`src/rtl/conv_pkg.sv`:
```
// Shared constants and types for the custom convolution execute stage (conv_mac_unit).
package conv_pkg;

   localparam logic [3:0] ALU_CONV    = 4'b1111;
   localparam logic [6:0] OPC_CUSTOM0 = 7'b0001011;

   localparam int CONV_LANES = 4;

   typedef enum logic [1:0] {
      IDLE = 2'd0,
      BUSY = 2'd1,
      DONE = 2'd2
   } conv_state_t;

   // Keep a single-lane build legal: a 1-bit index is still needed.
   function automatic int idx_width(input int lanes);
      return (lanes > 1) ? $clog2(lanes) : 1;
   endfunction

   localparam int CONV_IDX_W = idx_width(CONV_LANES);

endpackage

```
`src/rtl/conv_mac_lane.sv`:
```
// Combinational lane select and signed multiply-accumulate for conv_mac_unit.
module conv_mac_lane #(
   parameter int XLEN   = 32,
   parameter int LANE_W = 8,
   parameter int LANES  = 4,
   parameter int IDX_W  = 2
) (
   input  logic [XLEN-1:0]  a,
   input  logic [XLEN-1:0]  b,
   input  logic [IDX_W-1:0] idx,
   input  logic [XLEN-1:0]  acc,
   output logic [XLEN-1:0]  acc_next
);

   logic signed [LANE_W-1:0]   a_lane;
   logic signed [LANE_W-1:0]   b_lane;
   logic signed [2*LANE_W-1:0] prod;
   logic        [XLEN-1:0]     prod_x;

   assign a_lane = a[idx*LANE_W +: LANE_W];
   assign b_lane = b[idx*LANE_W +: LANE_W];
   assign prod   = a_lane * b_lane;
   assign prod_x = {{(XLEN-2*LANE_W){prod[2*LANE_W-1]}}, prod};

   // Accumulator wraps modulo 2^XLEN; no overflow flag.
   assign acc_next = acc + prod_x;

endmodule

```
`src/rtl/conv_mac_unit.sv`:
```
// Multi-cycle dot-product execute stage; stalls fetch while the MACs run.
// Optional fused ReLU on the result when CONV_RELU_EN is defined.
//
// state | meaning
// IDLE  | waiting for start with alu_control == ALU_CONV
// BUSY  | one MAC per cycle over lanes 0..LANES-1
// DONE  | result/done/regwrite presented for one cycle, fetch released
module conv_mac_unit
   import conv_pkg::*;
#(
   parameter int XLEN   = 32,
   parameter int LANE_W = 8,
   parameter int LANES  = 4
) (
   input  logic            clock,
   input  logic            reset_n,
   input  logic            start,
   input  logic [3:0]      alu_control,
   input  logic [XLEN-1:0] src1,
   input  logic [XLEN-1:0] src2,
   output logic            stall,
   output logic            done,
   output logic [XLEN-1:0] result,
   output logic            regwrite
);

   localparam int IDX_W = idx_width(LANES);
   localparam logic [IDX_W-1:0] IDX_LAST = IDX_W'(LANES-1);

   conv_state_t     state;
   logic [XLEN-1:0] op_a;
   logic [XLEN-1:0] op_b;
   logic [XLEN-1:0] acc;
   logic [XLEN-1:0] acc_next;
   logic [XLEN-1:0] final_val;
   logic [IDX_W-1:0] idx;
   logic            accept;

   assign accept = start & (alu_control == ALU_CONV) & (state == IDLE);
   assign stall  = accept | (state == BUSY);

   conv_mac_lane #(
      .XLEN   (XLEN),
      .LANE_W (LANE_W),
      .LANES  (LANES),
      .IDX_W  (IDX_W)
   ) u_lane (
      .a        (op_a),
      .b        (op_b),
      .idx      (idx),
      .acc      (acc),
      .acc_next (acc_next)
   );

`ifdef CONV_RELU_EN
   assign final_val = acc_next[XLEN-1] ? '0 : acc_next;
`else
   assign final_val = acc_next;
`endif

   // result/done are loaded on the last MAC so they are visible during DONE.
   always_ff @(posedge clock or negedge reset_n) begin
      if (!reset_n) begin
         state    <= IDLE;
         op_a     <= '0;
         op_b     <= '0;
         acc      <= '0;
         idx      <= '0;
         done     <= 1'b0;
         regwrite <= 1'b0;
         result   <= '0;
      end else begin
         done     <= 1'b0;
         regwrite <= 1'b0;
         case (state)
            IDLE: begin
               if (accept) begin
                  op_a  <= src1;
                  op_b  <= src2;
                  acc   <= '0;
                  idx   <= '0;
                  state <= BUSY;
               end
            end
            BUSY: begin
               acc <= acc_next;
               idx <= idx + 1'b1;
               if (idx == IDX_LAST) begin
                  result   <= final_val;
                  done     <= 1'b1;
                  regwrite <= 1'b1;
                  state    <= DONE;
               end
            end
            DONE: begin
               state <= IDLE;
            end
            default: begin
               state <= IDLE;
            end
         endcase
      end
   end

endmodule

```
`config.mk`:
```
export PLATFORM = sky130hd
export DESIGN_NAME = conv_mac_unit
export DESIGN_NICKNAME = d
export VERILOG_FILES = /design/src/rtl/conv_pkg.sv /design/src/rtl/conv_mac_lane.sv /design/src/rtl/conv_mac_unit.sv
export SDC_FILE = /design/constraint.sdc
export NUM_CORES = 1
export LEC_CHECK = 0
export ABC_AREA = 1
export CAP_MARGIN = 15
export CORE_ASPECT_RATIO = 0.8
export CORE_UTILIZATION = 42
export DETAILED_ROUTE_END_ITERATION = 6
export GPL_TIMING_DRIVEN = 0
export PLACE_DENSITY = 0.72
export SETUP_SLACK_MARGIN = 0.02
export SLEW_MARGIN = 20
export SYNTH_ARGS = -nofsm -noshare
export SYNTH_HDL_FRONTEND = slang
export SYNTH_HIERARCHICAL = 1
export SYNTH_SLANG_ARGS = --single-unit
```
`constraint.sdc`:
```
create_clock -name clock -period 8.3 [get_ports clock]
set_clock_uncertainty 0.1 [all_clocks]
set_input_delay 0.83 -clock clock [delete_from_list [all_inputs] [get_ports clock]]
set_output_delay 0.83 -clock clock [all_outputs]
set_load 0.1 [all_outputs]
```
==> results.cfg <==
[die]
dieArea_um2 = 25820
num_io_pins = 106
die_y_um = 143.9
rows = 51
die_w_um = 179.4
core_um2 = 24500
initial_core_util_pct = 43.15

[timing]
fin_crit_sh_pct = 89.95
rsz0062_at_grt = no
finalHoldViolations = 0
slew_viol_final = 0
maxSlewHeadroom_pct = 29.25
min_period_ps = 7466
fmax_mhz = 133.9
tightest_slew_ps = 1058
tns_ps = 0
hold_ws_ps = 173.4
setup_violations = 0

[route]
wirelength_um = 27970
drt_pass1_iterations = 7
wl_per_cell_um = 14.92
drt_iter0_drc = 667
via_count = 9465
ant_nets = 0
drc = 0
via_per_inst = 5.051

[logic_synthesis]
synth_flop_cell = dfrtp_1
synth-async-reset-ratio_pct = 100.0
postSynthAreaPerCell_um2 = 7.456
synth_top_cells_by_area = dfrtp_1, nand2_1, fa_1, ha_1, inv_1
ys_warn_count = 6
syn_inst = 1418
synth_cell_type_count = 45
synth-edff-count = 0
synth_fp_nets = 1608
synth_top_area_cell = dfrtp_1
synth_seq_cells = 133
syn_area_um2 = 10570
ys_seq_area_share_pct = 31.48
synth_top_area_share_pct = 31.48

[cts]
clkLatencyLatePin_ps = 440
cts.sinks = 133
hold_buffers = 0
path_clk_slew_ps = 60
cts_buffers = 17
htreeDepth = 4
cts_tree = done
cts_max_path_buffers = 2
cts_root_buf = clkbuf_16

[place]
gp_congestion = 0.9355
hpwl_um = 22320
dp_cells = 1842
io_buffers = 105

[grt]
met2_usage_pct = 34.43
grt_use_met3_pct = 5.767
grt.total_usage_pct = 23.39
grt_pass1_vias = 9331
grt_max_degree = 92
met1_usage_pct = 34.32
grt-ovfl-total = 0
antenna_found_initial = 0
grt-busiest-layer = met2
grt_pass1_wl_um = 46840

[final_layout]
final_cell_count_no_fill = 1874
nNetsFinal = 1733
syn2layout_area_growth_pct = 19.72
diodes = 0
utilization_pct = 51.65
drive_above_1_share_pct = 7.969

[run_status]
outcome = completed

[critical_path]
critical_path.max_stage_delay_ps = 540
crit_required_ps = 8520
r2r_setup_slack_ps = 830
r2r_cells = 34
critPathMaxFanout = 19
rr_startpoint = idx[1]
crit_top_cell = nand2_1
start_kind = register
path_class = register to register
cp-end-kind = register
worst_ep_arrival_time_ps = 7690
r2r_end = acc[29]
cp_slowest_cell = a32oi_1

[job]
cap_violations = 0

[min_path]
hp-class = input pin to asynchronous set/reset pin
-- cell type report --
type | instances | area, µm²
multi-input cells | 1050 | 6190
well taps | 318 | 397.9
clock inverters | 15 | 175.2
flip-flops and latches | 133 | 3328
fillers | 2381 | 11850
plain buffers | 48 | 350.3
repair buffers | 106 | 1084
clock buffers | 17 | 425.4
inverters | 187 | 706.9
-- synth_stat cells (4+ instances only) --
cell type  number
buf_4          18
xnor2_1         6
nor3_1          4
nand2_2         5
buf_2          19
inv_1         181
ha_1           63
buf_6           9
o21ai_0        14
a32oi_1         6
o21bai_1        8
fa_1           56
nand2_1       532
a21oi_1        54
dfrtp_1       133
xor2_1         21
nor2_1        104
a32oi_2         6
nand3_1       120
nand3_2        11
nand4_1         6
inv_2           5
a32o_1          4
-- sequential cells by signal (all words and copies together), names as in the netlist --
register and cells:
result 32, state 2, op_a 32, acc 32, op_b 32, regwrite 1
idx 2
-- per-stage QoR --
stage	area, µm²	setup slack [ps]
after floorplan	10570	1946
after global routing	12660	287.1
after CTS	12650	676.0
final	12660	834.3
after detailed placement	12050	760.9
after global placement	12020	843.5
-- timing repair --
action                     4_1_cts  5_1_grt
setup endpoints to repair        0        4
setup buffers                    0        0
resized for setup                0        1
-- layout by cell type (no fill, tap or decap), types with 21 or more instances in the layout --
cell and count:
nand3_1 120, clkdlybuf4s50_1 104, nor2_1 104, fa_1 56, nand2_1 531, ha_1 63
inv_1 181, dfrtp_1 133, a21oi_1 54, xor2_1 21
-- metal layers --
layer  part of all wire, %  wire, µm
met1                    50     14010
met2                    42     11610
met3                   7.3      2048
met4                   1.1       297
met5                     0         0
-- cells by family (layout without fill, tap and decap cells) --
kind of cell    count (synthesis)  count (layout)  share of synthesized area (%)
xor+xnor                       27              27                          2.237
buf+inv                       235             373                          10.00
flops                         133             133                          31.48
simple gates                  797             797                          31.51
fa+ha+maj                     119             119                          18.06
compound gates                107             107                          6.710
-- worst max path at each step --
stage,startpoint,end,cells past startpoint
after floorplan,idx[0],acc[29],34
after global placement,reset_n,op_a[20],1
after detailed placement,idx[0],acc[29],34
after CTS,idx[1],result[29],33
after global routing,idx[1],acc[21],32
final,idx[1],acc[29],34
-- critical path: cells and delay by family, from the launching register on --
kind	cells	cell delay [ps]
compound gates	3	920
fa+ha+maj	6	2870
buf+inv	6	860
flops	1	400
simple gates	19	2140
Power is left out: the tool's default activity adds up to more than one toggle a clock period on the data nets, which glitch-free logic cannot reach.
